==> src/rtl/mul_seq_ctrl.sv <==
// rtl/mul_seq_ctrl.sv - sequencing controller for the repeated-addition multiplier datapath
//
// Captures an operand pair on start, then drives the datapath operand bus and the
// load/clear/decrement strobes until the datapath B counter reaches zero. A shadow
// iteration counter is checked against the datapath zero flag on every ACC cycle.
//
// Ports:
//   clk, rst_n          clock, synchronous active-low reset
//   start, a_in, b_in   operand request, sampled only while idle
//   done_ack            consumer acknowledge of done
//   abort               synchronous cancel of a running operation
//   eqz                 datapath flag: B register == 0
//   data_out            datapath operand bus
//   LdA, LdB, LdP       datapath load strobes
//   clrP, decB          datapath clear-product / decrement-B strobes
//   busy, done          status
//   err, aborted        single-cycle event pulses
module mul_seq_ctrl #(
    parameter int WIDTH = 16
) (
    input  logic             clk,
    input  logic             rst_n,
    input  logic             start,
    input  logic [WIDTH-1:0] a_in,
    input  logic [WIDTH-1:0] b_in,
    input  logic             done_ack,
    input  logic             abort,
    input  logic             eqz,
    output logic [WIDTH-1:0] data_out,
    output logic             LdA,
    output logic             LdB,
    output logic             LdP,
    output logic             clrP,
    output logic             decB,
    output logic             busy,
    output logic             done,
    output logic             err,
    output logic             aborted
);

    localparam logic [2:0] S_IDLE   = 3'd0;
    localparam logic [2:0] S_LOAD_A = 3'd1;
    localparam logic [2:0] S_LOAD_B = 3'd2;
    localparam logic [2:0] S_ACC    = 3'd3;
    localparam logic [2:0] S_DONE   = 3'd4;

    localparam logic [WIDTH-1:0] ONE = {{(WIDTH-1){1'b0}}, 1'b1};

    logic [2:0]       state;
    logic [2:0]       state_nxt;
    logic [WIDTH-1:0] a_q;
    logic [WIDTH-1:0] b_q;
    logic [WIDTH-1:0] cnt;
    logic             cnt_zero;
    logic             accept;

    assign cnt_zero = (cnt == '0);
    assign accept   = (state == S_IDLE) && start;
    assign busy     = (state != S_IDLE);

    always_comb begin
        state_nxt = state;
        data_out  = '0;
        LdA       = 1'b0;
        LdB       = 1'b0;
        LdP       = 1'b0;
        clrP      = 1'b0;
        decB      = 1'b0;
        done      = 1'b0;
        err       = 1'b0;
        aborted   = 1'b0;

        case (state)
            S_IDLE: begin
                if (start) begin
                    state_nxt = S_LOAD_A;
                end
            end
            S_LOAD_A: begin
                data_out  = a_q;
                LdA       = 1'b1;
                state_nxt = S_LOAD_B;
            end
            S_LOAD_B: begin
                data_out  = b_q;
                LdB       = 1'b1;
                clrP      = 1'b1;
                state_nxt = S_ACC;
            end
            S_ACC: begin
                if (!eqz && !cnt_zero) begin
                    LdP  = 1'b1;
                    decB = 1'b1;
                end else if (eqz && cnt_zero) begin
                    state_nxt = S_DONE;
                end else begin
                    // Datapath zero flag and shadow count disagree: bail out
                    // rather than accumulate forever or stop early silently.
                    err       = 1'b1;
                    state_nxt = S_IDLE;
                end
            end
            S_DONE: begin
                done = 1'b1;
                if (done_ack) begin
                    state_nxt = S_IDLE;
                end
            end
            default: begin
                state_nxt = S_IDLE;
            end
        endcase

        // Abort wins over every decode above once an operation is running.
        if (abort && (state != S_IDLE)) begin
            data_out  = '0;
            LdA       = 1'b0;
            LdB       = 1'b0;
            LdP       = 1'b0;
            clrP      = 1'b0;
            decB      = 1'b0;
            done      = 1'b0;
            err       = 1'b0;
            aborted   = 1'b1;
            state_nxt = S_IDLE;
        end
    end

    always_ff @(posedge clk) begin
        if (!rst_n) begin
            state <= S_IDLE;
            a_q   <= '0;
            b_q   <= '0;
            cnt   <= '0;
        end else begin
            state <= state_nxt;
            if (accept) begin
                a_q <= a_in;
                b_q <= b_in;
            end
            // Shadow counter tracks the datapath B register: loaded alongside
            // LdB, decremented alongside decB.
            if (LdB) begin
                cnt <= b_q;
            end else if (decB) begin
                cnt <= cnt - ONE;
            end
        end
    end

endmodule

==> config.mk <==
export PLATFORM = sky130hd
export DESIGN_NAME = mul_seq_ctrl
export DESIGN_NICKNAME = d
export VERILOG_FILES = /design/src/rtl/mul_seq_ctrl.sv
export SDC_FILE = /design/constraint.sdc
export NUM_CORES = 1
export LEC_CHECK = 0
export ABC_AREA = 1
export BUFFER_PORTS_ARGS = -buffer_cell sky130_fd_sc_hd__buf_2
export CAP_MARGIN = 40
export CORE_UTILIZATION = 40
export CTS_CLUSTER_SIZE = 20
export DETAILED_ROUTE_END_ITERATION = 8
export GPL_TIMING_DRIVEN = 0
export PLACE_DENSITY = 0.74
export SYNTH_ARGS = -nofsm -noshare
export SYNTH_HDL_FRONTEND = slang
export SYNTH_SLANG_ARGS = --single-unit
==> constraint.sdc <==
create_clock -name clk -period 2.43 [get_ports clk]
set_input_delay 0.486 -clock clk [delete_from_list [all_inputs] [get_ports clk]]
set_output_delay 0.486 -clock clk [all_outputs]
set_load 0.03 [all_outputs]
==> summary.txt <==
status = finished, violations left
violated checks = setup timing
post-synthesis compound-gate area fraction = 20.58%
Slew @ Worst Pin = 0.5595 ns
top post-synthesis cells by area = dfxtp_1, nand2_1, o21ai_0
design area = 0.003492 mm^2
die height = 83.32 um
CTS tree = yes
number of max-cap violations = 0
Yosys reg bits = 51
number of clock sinks = 51
most common cell in the netlist = nand2_1
Worst Path Class, Setup = flop to output port
CP peak stage delay = 0.35 ns
Post-Synth XOR/XNOR Area = 0.3311%
Cell Area, Placed = 0.003104 mm^2
PD cells = 716.3 mW/mm^2
via count = 2901
largest net degree at the start of global routing = 17
clock root cell = clkbuf_8
combinational family with the most area after synthesis = simple AND/OR/NAND/NOR gates
sequential share of the synthesized area = 38.60%
FF-to-FF End = cnt[2]
Buffers on Ports = 62
diode count = 0
Slew HR = 62.70%
Hold Slack = 0.4501 ns
most instantiated cells after synthesis = nand2_1, inv_1, dfxtp_1
fin. max-slew vios = 0
post-synth top area cell = dfxtp_1
Mapped Cells = 391
vias per cell = 5.180
crit-path max FO = 4
Antenna Violating Nets Remaining = 0
Cell Area, Synth = 0.002645 mm^2
first-pass GRT wire length = 12.48 mm
Tmin final = 2.726 ns
fin crit share = 112.2%
DR iter-0 viols = 206
Worst Setup EP = err
setup tns final = -0.6624 ns
DP HPWL = 5.215 mm
Bufs on Longest Clock Path = 2
Synth top area share = 38.60%
Core Area = 0.006350 mm^2
r2r startpoint = cnt[7]
total power draw = 2.501 mW
Post-synth top flop = dfxtp_1
Post-synth EDFFs = 0
nets@finish = 523
Critical Path, Cell by Cell = nor2_1 -> nand2_1 -> nor2_4 -> nand3_2 -> nor4_4 -> inv_1 -> ha_4 -> nand3_4 -> nor2_4 -> buf_6
Simple-Gate Fraction of Synth Area = 26.06%
Final Skew = 0.007464 ns
Worst IR Drop VDD = 0.3349 mV
leak pwr = 1.701 nW
Final Util = 55.00%
initial antenna violation count = 0
crit path from = cnt[7]
worst path arrival time = 2.24 ns
CTS buffer count = 5
initial core utilization = 41.66%
CTS clock-pin slew for the worst setup and hold paths = 0.10 ns
gr usage total = 21.80%
startpoint types = flop
cts hold-fix bufs = 0
1st-pass router iterations = 5
syn avg cell area = 6.765 um^2
Hold Fails Final Rpt = 0
average wire per standard cell = 13.56 um
setup ws final = -0.2964 ns
final setup vio count = 3
GRT Residual Overflow = 0
Die Area = 0.006941 mm^2
FP Rows = 29
Distinct cells, synth = 35
worst min path class = primary input to flop
# IOs = 63
H-tree level count = 2
Die X-Extent = 83.32 um
RSZ-0062 raised after global routing = yes
flop2flop setup slack = 0.13 ns
Routed WL = 7.592 mm
Crit path required time = 1.94 ns
Critical Path End Type = output port
Worst Reg-to-Reg Cells = 15
Adder-Cell Fraction of Synth Area = 1.419%
DRC = 0
crit path max-delay cell type = dfxtp_1
Syn Nets = 432
layout cell share with drive strength beyond 1 = 29.40%
Synth-to-Final Area Change = 32.02%
YS warnings = 0
most used cell, CP = nor2_4
mux cell area share after synthesis = 0%
Synth async-reset ratio = 0%
fmax = 0.3668 GHz
clock latency on the worst-skew pair = 0.31 ns
number of global-route vias before repair = 2790
gpl congestion = 0.8476
area by class of cell:
cell class | count | area (um^2)
fill | 562 | 2858
multi-input combinational | 258 | 1408
sequential | 51 | 1026
timing repair buffer | 84 | 504.2
inverter | 67 | 256.5
tap | 77 | 96.34
clock buffer | 6 | 82.58
buffer | 15 | 80.08
clock inverter | 2 | 38.79
power by group:
part | internal [mW] | switching [mW] | leakage [nW]
clock network | 0.339 | 0.301 | 0.0618
registers | 0.935 | 0.0595 | 0.421
logic | 0.327 | 0.539 | 1.22
total | 1.60 | 0.900 | 1.70
cells in the final DEF, fill, tap and decap left out, drive strengths merged:
master / synthesis / layout
a211oi: 1 / 1
a21oi: 44 / 44
a22oi: 1 / 1
a31oi: 2 / 2
and2: 1 / 1
buf: 10 / 92
bufinv: 0 / 1
clkbuf: 6 / 13
clkinv: 1 / 1
dfxtp: 51 / 51
ha: 3 / 3
inv: 66 / 67
nand2: 78 / 78
nand3: 24 / 24
nand3b: 3 / 3
nor2: 38 / 39
nor3: 1 / 1
nor4: 1 / 1
o21ai: 54 / 54
o22ai: 3 / 3
or2: 2 / 2
xor2: 1 / 1
metrics by stage:
| step | setup WS (ns) | std cells |
|---|---|---|
| floorplan | 0.0002398 | 391 |
| detailed placement | -0.4940 | 530 |
| global route | -0.4517 | 560 |
| global placement | -0.4619 | 530 |
| CTS | -0.3410 | 546 |
| finish | -0.2964 | 560 |
state kept, by name (all words and copies together) (netlist names):
name / cells
cnt: 16
state: 3
a_q: 16
b_q: 16
kinds of logic (layout without fill, tap and decap cells):
family	count (synthesis)	after routing
compound gates	105	105
fa+ha+maj	3	3
simple gates	148	149
flops	51	51
buf+inv	83	174
xor+xnor	1	1
worst max-delay path: cells and delay by family (launching register included):
family	cells	cell delay, ns
adder cells (fa/ha/maj)	1	0.29
flip-flops	1	0.35
buffers and inverters	2	0.25
AND/OR/NAND/NOR	7	1.05
repair_timing:
action | CTS | global route
pin swaps | 8 | 9
buffers inserted | 9 | 14
endpoints found under the setup margin | 20 | 30
cloned | 0 | 1
gates resized for setup | 14 | 16
worst min path at each step:
| stage | start | depth (start not counted) | to |
|---|---|---|---|
| floorplan | b_q[10] | 2 | b_q[10] |
| global placement | b_q[1] | 2 | b_q[1] |
| detailed placement | b_q[7] | 2 | b_q[7] |
| CTS | b_in[3] | 3 | b_q[3] |
| global route | b_in[3] | 3 | b_q[3] |
| finish | a_in[7] | 3 | a_q[7] |
layer usage:
metal / track usage [%] / part of all wire (%)
met1: 26.53 / 43
met3: 2.684 / 5.3
met4: 7.837 / 1.9
met2: 39.20 / 49
met5: 0 / 0
No activity file was read; power rests on OpenSTA's default activity.
